==> config.mk <==
export PLATFORM = sky130hd
export DESIGN_NAME = aw_write_responder
export DESIGN_NICKNAME = d
export VERILOG_FILES = /design/src/rtl/aw_write_responder.sv
export SDC_FILE = /design/constraint.sdc
export NUM_CORES = 1
export LEC_CHECK = 0
export CAP_MARGIN = 0
export CORE_ASPECT_RATIO = 1.25
export CORE_MARGIN = 3
export CORE_UTILIZATION = 49
export DETAILED_ROUTE_END_ITERATION = 10
export PLACE_DENSITY = 0.9
export SLEW_MARGIN = 0
export SYNTH_ARGS = -nofsm -noshare
export SYNTH_HDL_FRONTEND = slang
export SYNTH_SLANG_ARGS = --single-unit
==> constraint.sdc <==
create_clock -name ACLK -period 4.2 [get_ports ACLK]
set_input_delay 0.84 -clock ACLK [delete_from_list [all_inputs] [get_ports ACLK]]
set_output_delay 0.84 -clock ACLK [all_outputs]
set_load 0.01 [all_outputs]
==> src/rtl/aw_write_responder.sv <==
// ---------------------------------------------------------------------------
// aw_write_responder
//
// Consumer end of the write-address FIFO in a crossbar slave port. Pops one
// queued AW entry, accepts the matching W beats while generating a per-beat
// address (FIXED / INCR / WRAP), drives a simple memory write port, checks
// WLAST framing and returns one B response per burst. One burst in flight.
//
// Ports
//   ACLK, ARESETn        clock, synchronous active-low reset
//   fifo_empty/fifo_pop  AW FIFO handshake (pop is combinational in IDLE)
//   front_AW*            AW FIFO front entry (ID, ADDR, LEN, SIZE, BURST)
//   W*                   AXI write data channel (slave side)
//   mem_*                memory write port, one mem_we pulse per good beat
//   B*                   AXI write response channel (slave side)
// ---------------------------------------------------------------------------
module aw_write_responder #(
    parameter int ID_WIDTH   = 4,
    parameter int ADDR_WIDTH = 32,
    parameter int LEN_WIDTH  = 4,
    parameter int SIZE_WIDTH = 3,
    parameter int DATA_WIDTH = 32
) (
    input  logic                    ACLK,
    input  logic                    ARESETn,
    input  logic                    fifo_empty,
    output logic                    fifo_pop,
    input  logic [ID_WIDTH-1:0]     front_AWID,
    input  logic [ADDR_WIDTH-1:0]   front_AWADDR,
    input  logic [LEN_WIDTH-1:0]    front_AWLEN,
    input  logic [SIZE_WIDTH-1:0]   front_AWSIZE,
    input  logic [1:0]              front_AWBURST,
    input  logic [DATA_WIDTH-1:0]   WDATA,
    input  logic [DATA_WIDTH/8-1:0] WSTRB,
    input  logic                    WLAST,
    input  logic                    WVALID,
    output logic                    WREADY,
    output logic                    mem_we,
    output logic [ADDR_WIDTH-1:0]   mem_addr,
    output logic [DATA_WIDTH-1:0]   mem_wdata,
    output logic [DATA_WIDTH/8-1:0] mem_wstrb,
    output logic [ID_WIDTH-1:0]     BID,
    output logic [1:0]              BRESP,
    output logic                    BVALID,
    input  logic                    BREADY
);

    localparam int STRB_WIDTH = DATA_WIDTH / 8;
    localparam int MAX_SIZE   = $clog2(STRB_WIDTH);

    typedef enum logic [1:0] {
        IDLE = 2'd0,
        DATA = 2'd1,
        RESP = 2'd2
    } state_t;

    // Address sequencing decided once at pop; reserved bursts and WRAP with
    // an illegal length both walk as INCR.
    typedef enum logic [1:0] {
        MODE_FIXED = 2'd0,
        MODE_INCR  = 2'd1,
        MODE_WRAP  = 2'd2
    } addr_mode_t;

    state_t                  state_q, state_d;
    addr_mode_t              mode_q, front_mode;
    logic [ID_WIDTH-1:0]     id_q;
    logic [ADDR_WIDTH-1:0]   addr_q;
    logic [ADDR_WIDTH-1:0]   next_addr;
    logic [ADDR_WIDTH-1:0]   nbytes;
    logic [ADDR_WIDTH-1:0]   total;
    logic [LEN_WIDTH-1:0]    len_q;
    logic [LEN_WIDTH-1:0]    beat_cnt_q;
    logic [SIZE_WIDTH-1:0]   size_q;
    logic                    cfg_err_q;
    logic                    err_q;
    logic                    front_wrap_len_ok;
    logic                    front_cfg_err;
    logic                    beat_fire;
    logic                    last_beat;

    // ---------------- front entry decode ----------------
    assign front_wrap_len_ok = (front_AWLEN == LEN_WIDTH'(1))  ||
                               (front_AWLEN == LEN_WIDTH'(3))  ||
                               (front_AWLEN == LEN_WIDTH'(7))  ||
                               (front_AWLEN == LEN_WIDTH'(15));

    assign front_cfg_err = (int'(front_AWSIZE) > MAX_SIZE) ||
                           (front_AWBURST == 2'b11) ||
                           ((front_AWBURST == 2'b10) && !front_wrap_len_ok);

    always_comb begin
        front_mode = MODE_INCR;
        if (front_AWBURST == 2'b00)
            front_mode = MODE_FIXED;
        else if ((front_AWBURST == 2'b10) && front_wrap_len_ok)
            front_mode = MODE_WRAP;
    end

    // ---------------- handshakes and outputs ----------------
    // Gating with ARESETn keeps the FIFO from losing an entry on a reset edge.
    assign fifo_pop  = ARESETn && (state_q == IDLE) && !fifo_empty;
    assign WREADY    = (state_q == DATA);
    assign beat_fire = WVALID && WREADY;
    assign last_beat = (beat_cnt_q == len_q);

    assign mem_we    = beat_fire && !cfg_err_q;
    assign mem_addr  = addr_q;
    assign mem_wdata = WDATA;
    assign mem_wstrb = mem_we ? WSTRB : '0;

    assign BVALID    = (state_q == RESP);
    assign BID       = id_q;
    assign BRESP     = BVALID ? {err_q, 1'b0} : 2'b00;

    // ---------------- address generation ----------------
    assign nbytes = ADDR_WIDTH'(1) << size_q;
    assign total  = (ADDR_WIDTH'(len_q) + ADDR_WIDTH'(1)) << size_q;

    always_comb begin
        // NOTE: every always_comb output gets a default first so no path
        // leaves it unassigned, which would otherwise infer a latch.
        next_addr = addr_q;
        case (mode_q)
            MODE_FIXED: next_addr = addr_q;
            // Stays inside the total-sized window; low bits of an unaligned
            // start are carried along by the window offset.
            MODE_WRAP:  next_addr = (addr_q & ~(total - ADDR_WIDTH'(1))) |
                                    ((addr_q + nbytes) & (total - ADDR_WIDTH'(1)));
            // Align first so an unaligned beat 0 snaps onto the size grid.
            default:    next_addr = (addr_q & ~(nbytes - ADDR_WIDTH'(1))) + nbytes;
        endcase
    end

    // ---------------- FSM ----------------
    always_ff @(posedge ACLK) begin
        // NOTE: non-blocking assignments so every flop samples pre-edge
        // values regardless of process ordering.
        if (!ARESETn)
            state_q <= IDLE;
        else
            state_q <= state_d;
    end

    always_comb begin
        state_d = state_q;
        case (state_q)
            IDLE:    if (fifo_pop)               state_d = DATA;
            DATA:    if (beat_fire && last_beat) state_d = RESP;
            RESP:    if (BREADY)                 state_d = IDLE;
            default:                             state_d = IDLE;
        endcase
    end

    // ---------------- burst context ----------------
    always_ff @(posedge ACLK) begin
        // NOTE: the latched burst fields are reset too, even though they are
        // don't-care in IDLE, because mem_addr and BID are read straight from
        // them and must come out of reset as 0.
        if (!ARESETn) begin
            id_q       <= '0;
            addr_q     <= '0;
            len_q      <= '0;
            size_q     <= '0;
            mode_q     <= MODE_FIXED;
            beat_cnt_q <= '0;
            cfg_err_q  <= 1'b0;
            err_q      <= 1'b0;
        end else if (fifo_pop) begin
            id_q       <= front_AWID;
            addr_q     <= front_AWADDR;
            len_q      <= front_AWLEN;
            size_q     <= front_AWSIZE;
            mode_q     <= front_mode;
            beat_cnt_q <= '0;
            cfg_err_q  <= front_cfg_err;
            err_q      <= front_cfg_err;
        end else if (beat_fire) begin
            beat_cnt_q <= beat_cnt_q + LEN_WIDTH'(1);
            addr_q     <= next_addr;
            if (WLAST != last_beat)
                err_q <= 1'b1;
        end
    end

endmodule

==> run_results.csv, run 1 <==
group,metric,value,unit
grt,grt_max_degree,52,
clocking,cts_sinks,53,
critical_path,ff2ff_setup_slack,360,ps
power,power_density,240,nW/um^2
sta,clock.fmax,261,MHz
critical_path,startpoint,"size_q[1]",
sta,max-slew-margin-rel,19.9,%
finish,layout.cells.non_filler,1014,
die,core-area,11700,sq um
finish,filler_cell_count,1074,
route,ant_nets,0,
die,design.die.area,13400,sq um
clocking,cts.repair.resized,0,
sta,fin_tns_setup,0,ps
finish,regArea,1060,sq um
grt,grt_usage,28.6,%
sta,clock_skew,7.57,ps
clocking,cts_hold_buffers,0,
sta,hold_viol_final,0,
placement,hpwl,14.8,mm
critical_path,crit_slowest_cell,"nor2_1",
route,drt_iter0_markers,575,
critical_path,crit_path_max_incr_delay,760,ps
finish,finish.utilization,59.2,%
finish,synthToLayoutAreaGrowth,17.5,%
route,routedWlPerCell,19.8,microns
clocking,cts_tree,"yes",
die,boundaryPins,165,
synthesis,syn_area_per_cell,7.27,sq um
die,rows,44,
sta,fin_crit_sh,91.4,%
grt,grt_pass1_vias,6322,
finish,multi_input_area,4250,sq um
die,dieHeight,128,microns
finish,n_antenna_cell,0,
status,status,"complete, no violations",
clocking,cts_made_buffers,5,
placement,gp_congestion,0.980,
placement,placedCellCount,1006,
finish,layout-drive-gt1-share,7.50,%
clocking,cts_root_buf,"clkbuf_16",
critical_path,crit_chain,"and2b_1 > nand2_2 > ha_1 > a31oi_1 > o21a_1 > nor2_1 > nor3_2 > a22o_1 > and3_1 > o31a_1",
synthesis,synth_edf_count,0,
power,power.leakage,2.43,nW
clocking,cts-htree-levels,2,
die,die_w,104,microns
critical_path,reg2reg_depth,10,
synthesis,mappedNetlistNets,915,
synthesis,synth_area,5880,sq um
route,drtPass1Iterations,6,
synthesis,syn_inst,809,
sta,setup_viol,0,
power,vdd_ir_drop_max,0.180,mV
route,via_per_inst,6.49,
critical_path,worst_setup_path_end_kind,"flop",
placement,port_buffers,99,
route,wl,20.1,mm
critical_path,crit_path_start_kind,"flop",
critical_path,crit_cells,10,
synthesis,ys_warn_count,0,
sta,slew_viol_final,0,
clocking,clk_pin_slew,80,ps
synthesis,seq_area_frac_synth,18.0,%
grt,overflow,0,
critical_path,crit_path_max_fanout,16,
clocking,clock_latency,310,ps
sta,min_period,3840,ps
critical_path,critical_path_class,"flop to flop",
die,start_util,50.4,%
power,total_power,0.00166,W
synthesis,ys_ff_latch,53,
synthesis,yosys_most_used_dff,"dfxtp_1",
critical_path,cp.required,4400,ps
critical_path,r2r-start,"size_q[1]",
clocking,cts_setup_buffers,0,
critical_path,crit_arrival,4040,ps
critical_path,critPathTopFamily,"simple AND/OR/NAND/NOR gates",
route,remaining_drc_errors,0,
grt,grt_first_pass_wirelength,31.3,mm
synthesis,synthArstFlopShare,0,%
grt,antenna_found_initial,0,
sta,rsz0062_at_grt,"false",
job,drv_cap,0,
min_path,holdCritPathClass,"flop to flop",
synthesis,synth_cell_types,87,
critical_path,cp_num_buf_inv,0,
sta,worst_pin_slew,1200,ps
route,via_count,6578,
clocking,clock_path_buffers,2,
finish,fin_nets,958,
[cells in the final DEF, fill, tap and decap left out, drive strengths merged, types with 6 or more instances in the layout]
cell / count
a211oi: 18
a21o: 8
a31oi: 6
o211ai: 21
nor2b: 11
and3: 9
buf: 25
xnor2: 25
o22ai: 12
dfxtp: 53
ha: 18
and2: 13
xor2: 34
o31ai: 13
clkdlybuf4s50: 98
o21ai: 40
nand3: 25
o221ai: 10
nor4: 9
nand4: 15
nor2: 68
a22oi: 8
a21oi: 52
inv: 22
or3: 7
nand2b: 17
nor3: 21
nand2: 86
[worst min-delay path by stage]
stage | startpoint | end | slack (ps) | cells past startpoint
CTS | BID[3] | BID[3] | 460 | 2
detailed placement | BID[3] | BID[3] | 450 | 2
finish | BID[3] | BID[3] | 460 | 2
global placement | BID[0] | BID[0] | 440 | 2
global route | BID[1] | BID[1] | 490 | 2
floorplan | cfg_err_q | cfg_err_q | 460 | 2
[metrics by stage]
stage	hold slack, ps	worst slack, ps	instance area [sq um]
2_1_floorplan	458	673	5880
3_3_place_gp	445	611	6760
3_5_place_dp	450	508	6760
4_1_cts	462	457	6910
5_1_grt	488	85.3	6910
6_report	460	362	6910
[worst register-to-register path, delay by kind of cell (launching register included)]
family                   cells  cell delay (ps)
flip-flops                   1              570
adder cells (fa/ha/maj)      1              510
AO/OA/AOI/OAI                4             1120
AND/OR/NAND/NOR              5             1520
[synth_stat cells, types with 19 or more instances]
master	number	area [sq um]
clkbuf_1	30	113
inv_1	20	75.1
dfxtp_1	53	1060
o21ai_0	37	185
nor2_1	67	251
xor2_1	34	298
o211ai_1	21	158
buf_4	35	263
nand2_1	85	319
nand3_1	24	120
xnor2_1	25	219
nor3_1	19	95.1
a21oi_1	51	255
[routing by layer]
metal,share of wire [%],track usage (%),up-vias,routed length [microns]
met1,37,32.4,3018,7390
met5,0,0,-,0
li1,-,-,3037,-
met2,47,48.4,386,9380
met4,8.8,24.0,0,1770
met3,7.6,3.51,137,1520
[where the power goes]
| part | leakage, nW | total [W] | internal (W) | switching (W) |
|---|---|---|---|---|
| Combinational | 1.93 | 0.000598 | 0.000266 | 0.000332 |
| Clock | 0.0680 | 0.000459 | 0.000227 | 0.000232 |
| Sequential | 0.433 | 0.000602 | 0.000537 | 0.0000652 |
| Total | 2.43 | 0.00166 | 0.00103 | 0.000630 |
[layout make-up]
class,count,share of cell area [%]
inverters,22,1.20
multi-input cells,647,61.5
clock inverters,3,0.380
repair buffers,123,16.9
clock buffers,5,1.81
well taps,161,2.92
flip-flops and latches,53,15.4
[cells by family after synthesis]
group	after synthesis	share of synthesized area, %
simple gates	313	27.8
buf+inv	109	9.91
fa+ha+maj	19	4.17
flops	53	18.0
compound gates	249	30.1
other cells	1	0.0638
xor+xnor	59	8.79
mux	6	1.06
Note: power is estimated with default switching activity, not from simulation.
==> inputs of run 2 (changes only) <==
Settings changed: CORE_ASPECT_RATIO 1.25 to 0.8, SLEW_MARGIN 0 to default.
==> run_results.csv, run 2 (same netlist as run 1, synthesis figures left out) <==
group,metric,value,unit
die,rows,35,
grt,antenna_found_initial,0,
route,wl,19.8,mm
grt,grt_max_degree,52,
clocking,clock_latency,310,ps
grt,use_met3,9.09,%
sta,min_period,3960,ps
die,boundaryPins,165,
die,design.die.area,13400,sq um
die,core-area,11600,sq um
critical_path,crit_path_start_kind,"flop",
sta,clock.fmax,253,MHz
grt,grt_pass1_vias,6023,
route,routedWlPerCell,19.8,microns
clocking,cts_tree,"yes",
finish,fin_nets,957,
clocking,clock_path_buffers,2,
finish,layout-drive-gt1-share,7.29,%
clocking,cts_root_buf,"clkbuf_16",
sta,fin_crit_sh,94.3,%
sta,fin_tns_setup,0,ps
sta,slew_viol_final,0,
critical_path,crit_path_max_incr_delay,750,ps
placement,gp_congestion,1.03,
critical_path,crit_chain,"and2b_1 > nand2_2 > ha_1 > a211oi_1 > nor2_1 > o21a_1 > nor2_1 > nor3_2 > a22o_1 > and3_1 > o31a_1",
status,status,"complete, no violations",
finish,stdcell_area,6900,sq um
min_path,holdCritPathClass,"flop to flop",
clocking,cts.repair.resized,0,
critical_path,cp_num_buf_inv,0,
clocking,clk_pin_slew,80,ps
route,ant_nets,0,
sta,clock_skew,3.97,ps
finish,layout_commonest_cell,"clkdlybuf4s50_1",
placement,hpwl,14.8,mm
route,drtPass1Iterations,7,
min_path,worstHoldPathCells,2,
critical_path,critical_path_class,"flop to flop",
finish,n_antenna_cell,0,
grt,grtUsageMet1,42.6,%
critical_path,crit_arrival,4160,ps
critical_path,crit_cells,11,
grt,grt_first_pass_wirelength,31.5,mm
grt,grtUsageMet2,40.4,%
route,drt_iter0_markers,1110,
clocking,cts_setup_buffers,0,
power,power_density,247,nW/um^2
finish,filler_cell_count,1043,
power,power.leakage,2.44,nW
die,dieHeight,104,microns
critical_path,crit_slowest_cell,"nor2_1",
critical_path,cp.required,4400,ps
sta,rsz0062_at_grt,"false",
sta,worst_pin_slew,1000,ps
sta,max-slew-margin-rel,32.8,%
die,start_util,50.7,%
route,via_per_inst,6.61,
sta,holdWs,455,ps
grt,overflow,0,
clocking,cts_hold_buffers,0,
critical_path,reg2reg_depth,11,
placement,port_buffers,99,
critical_path,cp_common_cell,"nor2_1",
finish,synthToLayoutAreaGrowth,17.3,%
route,via_count,6601,
clocking,cts_made_buffers,5,
power,vdd_ir_drop_max,0.154,mV
critical_path,critPathTopFamily,"simple AND/OR/NAND/NOR gates",
critical_path,worst_setup_path_end_kind,"flop",
sta,setup_viol,0,
grt,grt-busiest-layer,"met1",
grt,grt_usage,28.8,%
finish,final_cell_mix,"98 x clkdlybuf4s50_1, 85 x nand2_1, 67 x nor2_1, 53 x dfxtp_1, 51 x a21oi_1",
clocking,cts-htree-levels,2,
placement,place_area,6740,sq um
route,remaining_drc_errors,0,
job,drv_cap,0,
die,die_w,128,microns
critical_path,crit_path_max_fanout,20,
sta,hold_viol_final,0,
clocking,cts_sinks,53,
## run 2: path summary, 6_finish.rpt
kind | from | endpoint | slack, ps
worst max register to register | size_q[0] | flop | 240
worst min-delay path | BID[1] | BID[1] | 450
worst min register to register | BID[1] | BID[1] | 450
worst max-delay path | size_q[0] | flop | 240
## run 2: layout make-up
| class | count | area [sq um] | share of cell area (%) |
|---|---|---|---|
| multi-input combinational | 647 | 4250 | 61.6 |
| timing repair buffer | 122 | 1160 | 16.8 |
| sequential | 53 | 1060 | 15.4 |
| tap | 148 | 185 | 2.68 |
| clock buffer | 5 | 125 | 1.81 |
| inverter | 22 | 82.6 | 1.20 |
| clock inverter | 2 | 38.8 | 0.562 |
## run 2: per-layer routing
metal  wire length (microns)  vias up
met4                     367        0
met2                    8000      493
li1                        -     3039
met5                       0        -
met3                    2630       46
met1                    8820     3023
## run 2: metrics by stage
step                power [W]  util [%]  std cells  setup WS, ps
global placement      0.00118      58.0        992           481
finish                0.00170      59.5        999           241
detailed placement    0.00119      58.0        992           363
global route          0.00177      59.5        999          38.8
CTS                   0.00168      59.5        999           322
floorplan             0.00100         -        809           673
## run 2: worst min-delay path: stages, from the launching register on
cell     delay [ps]
dfxtp_1         310
nand3_1          60
nand2_1          50
## run 2: where the power goes
| part | internal (W) | switching (W) |
|---|---|---|
| combinational | 0.000267 | 0.000332 |
| sequential | 0.000537 | 0.0000672 |
| clock | 0.000281 | 0.000217 |
| total | 0.00109 | 0.000616 |
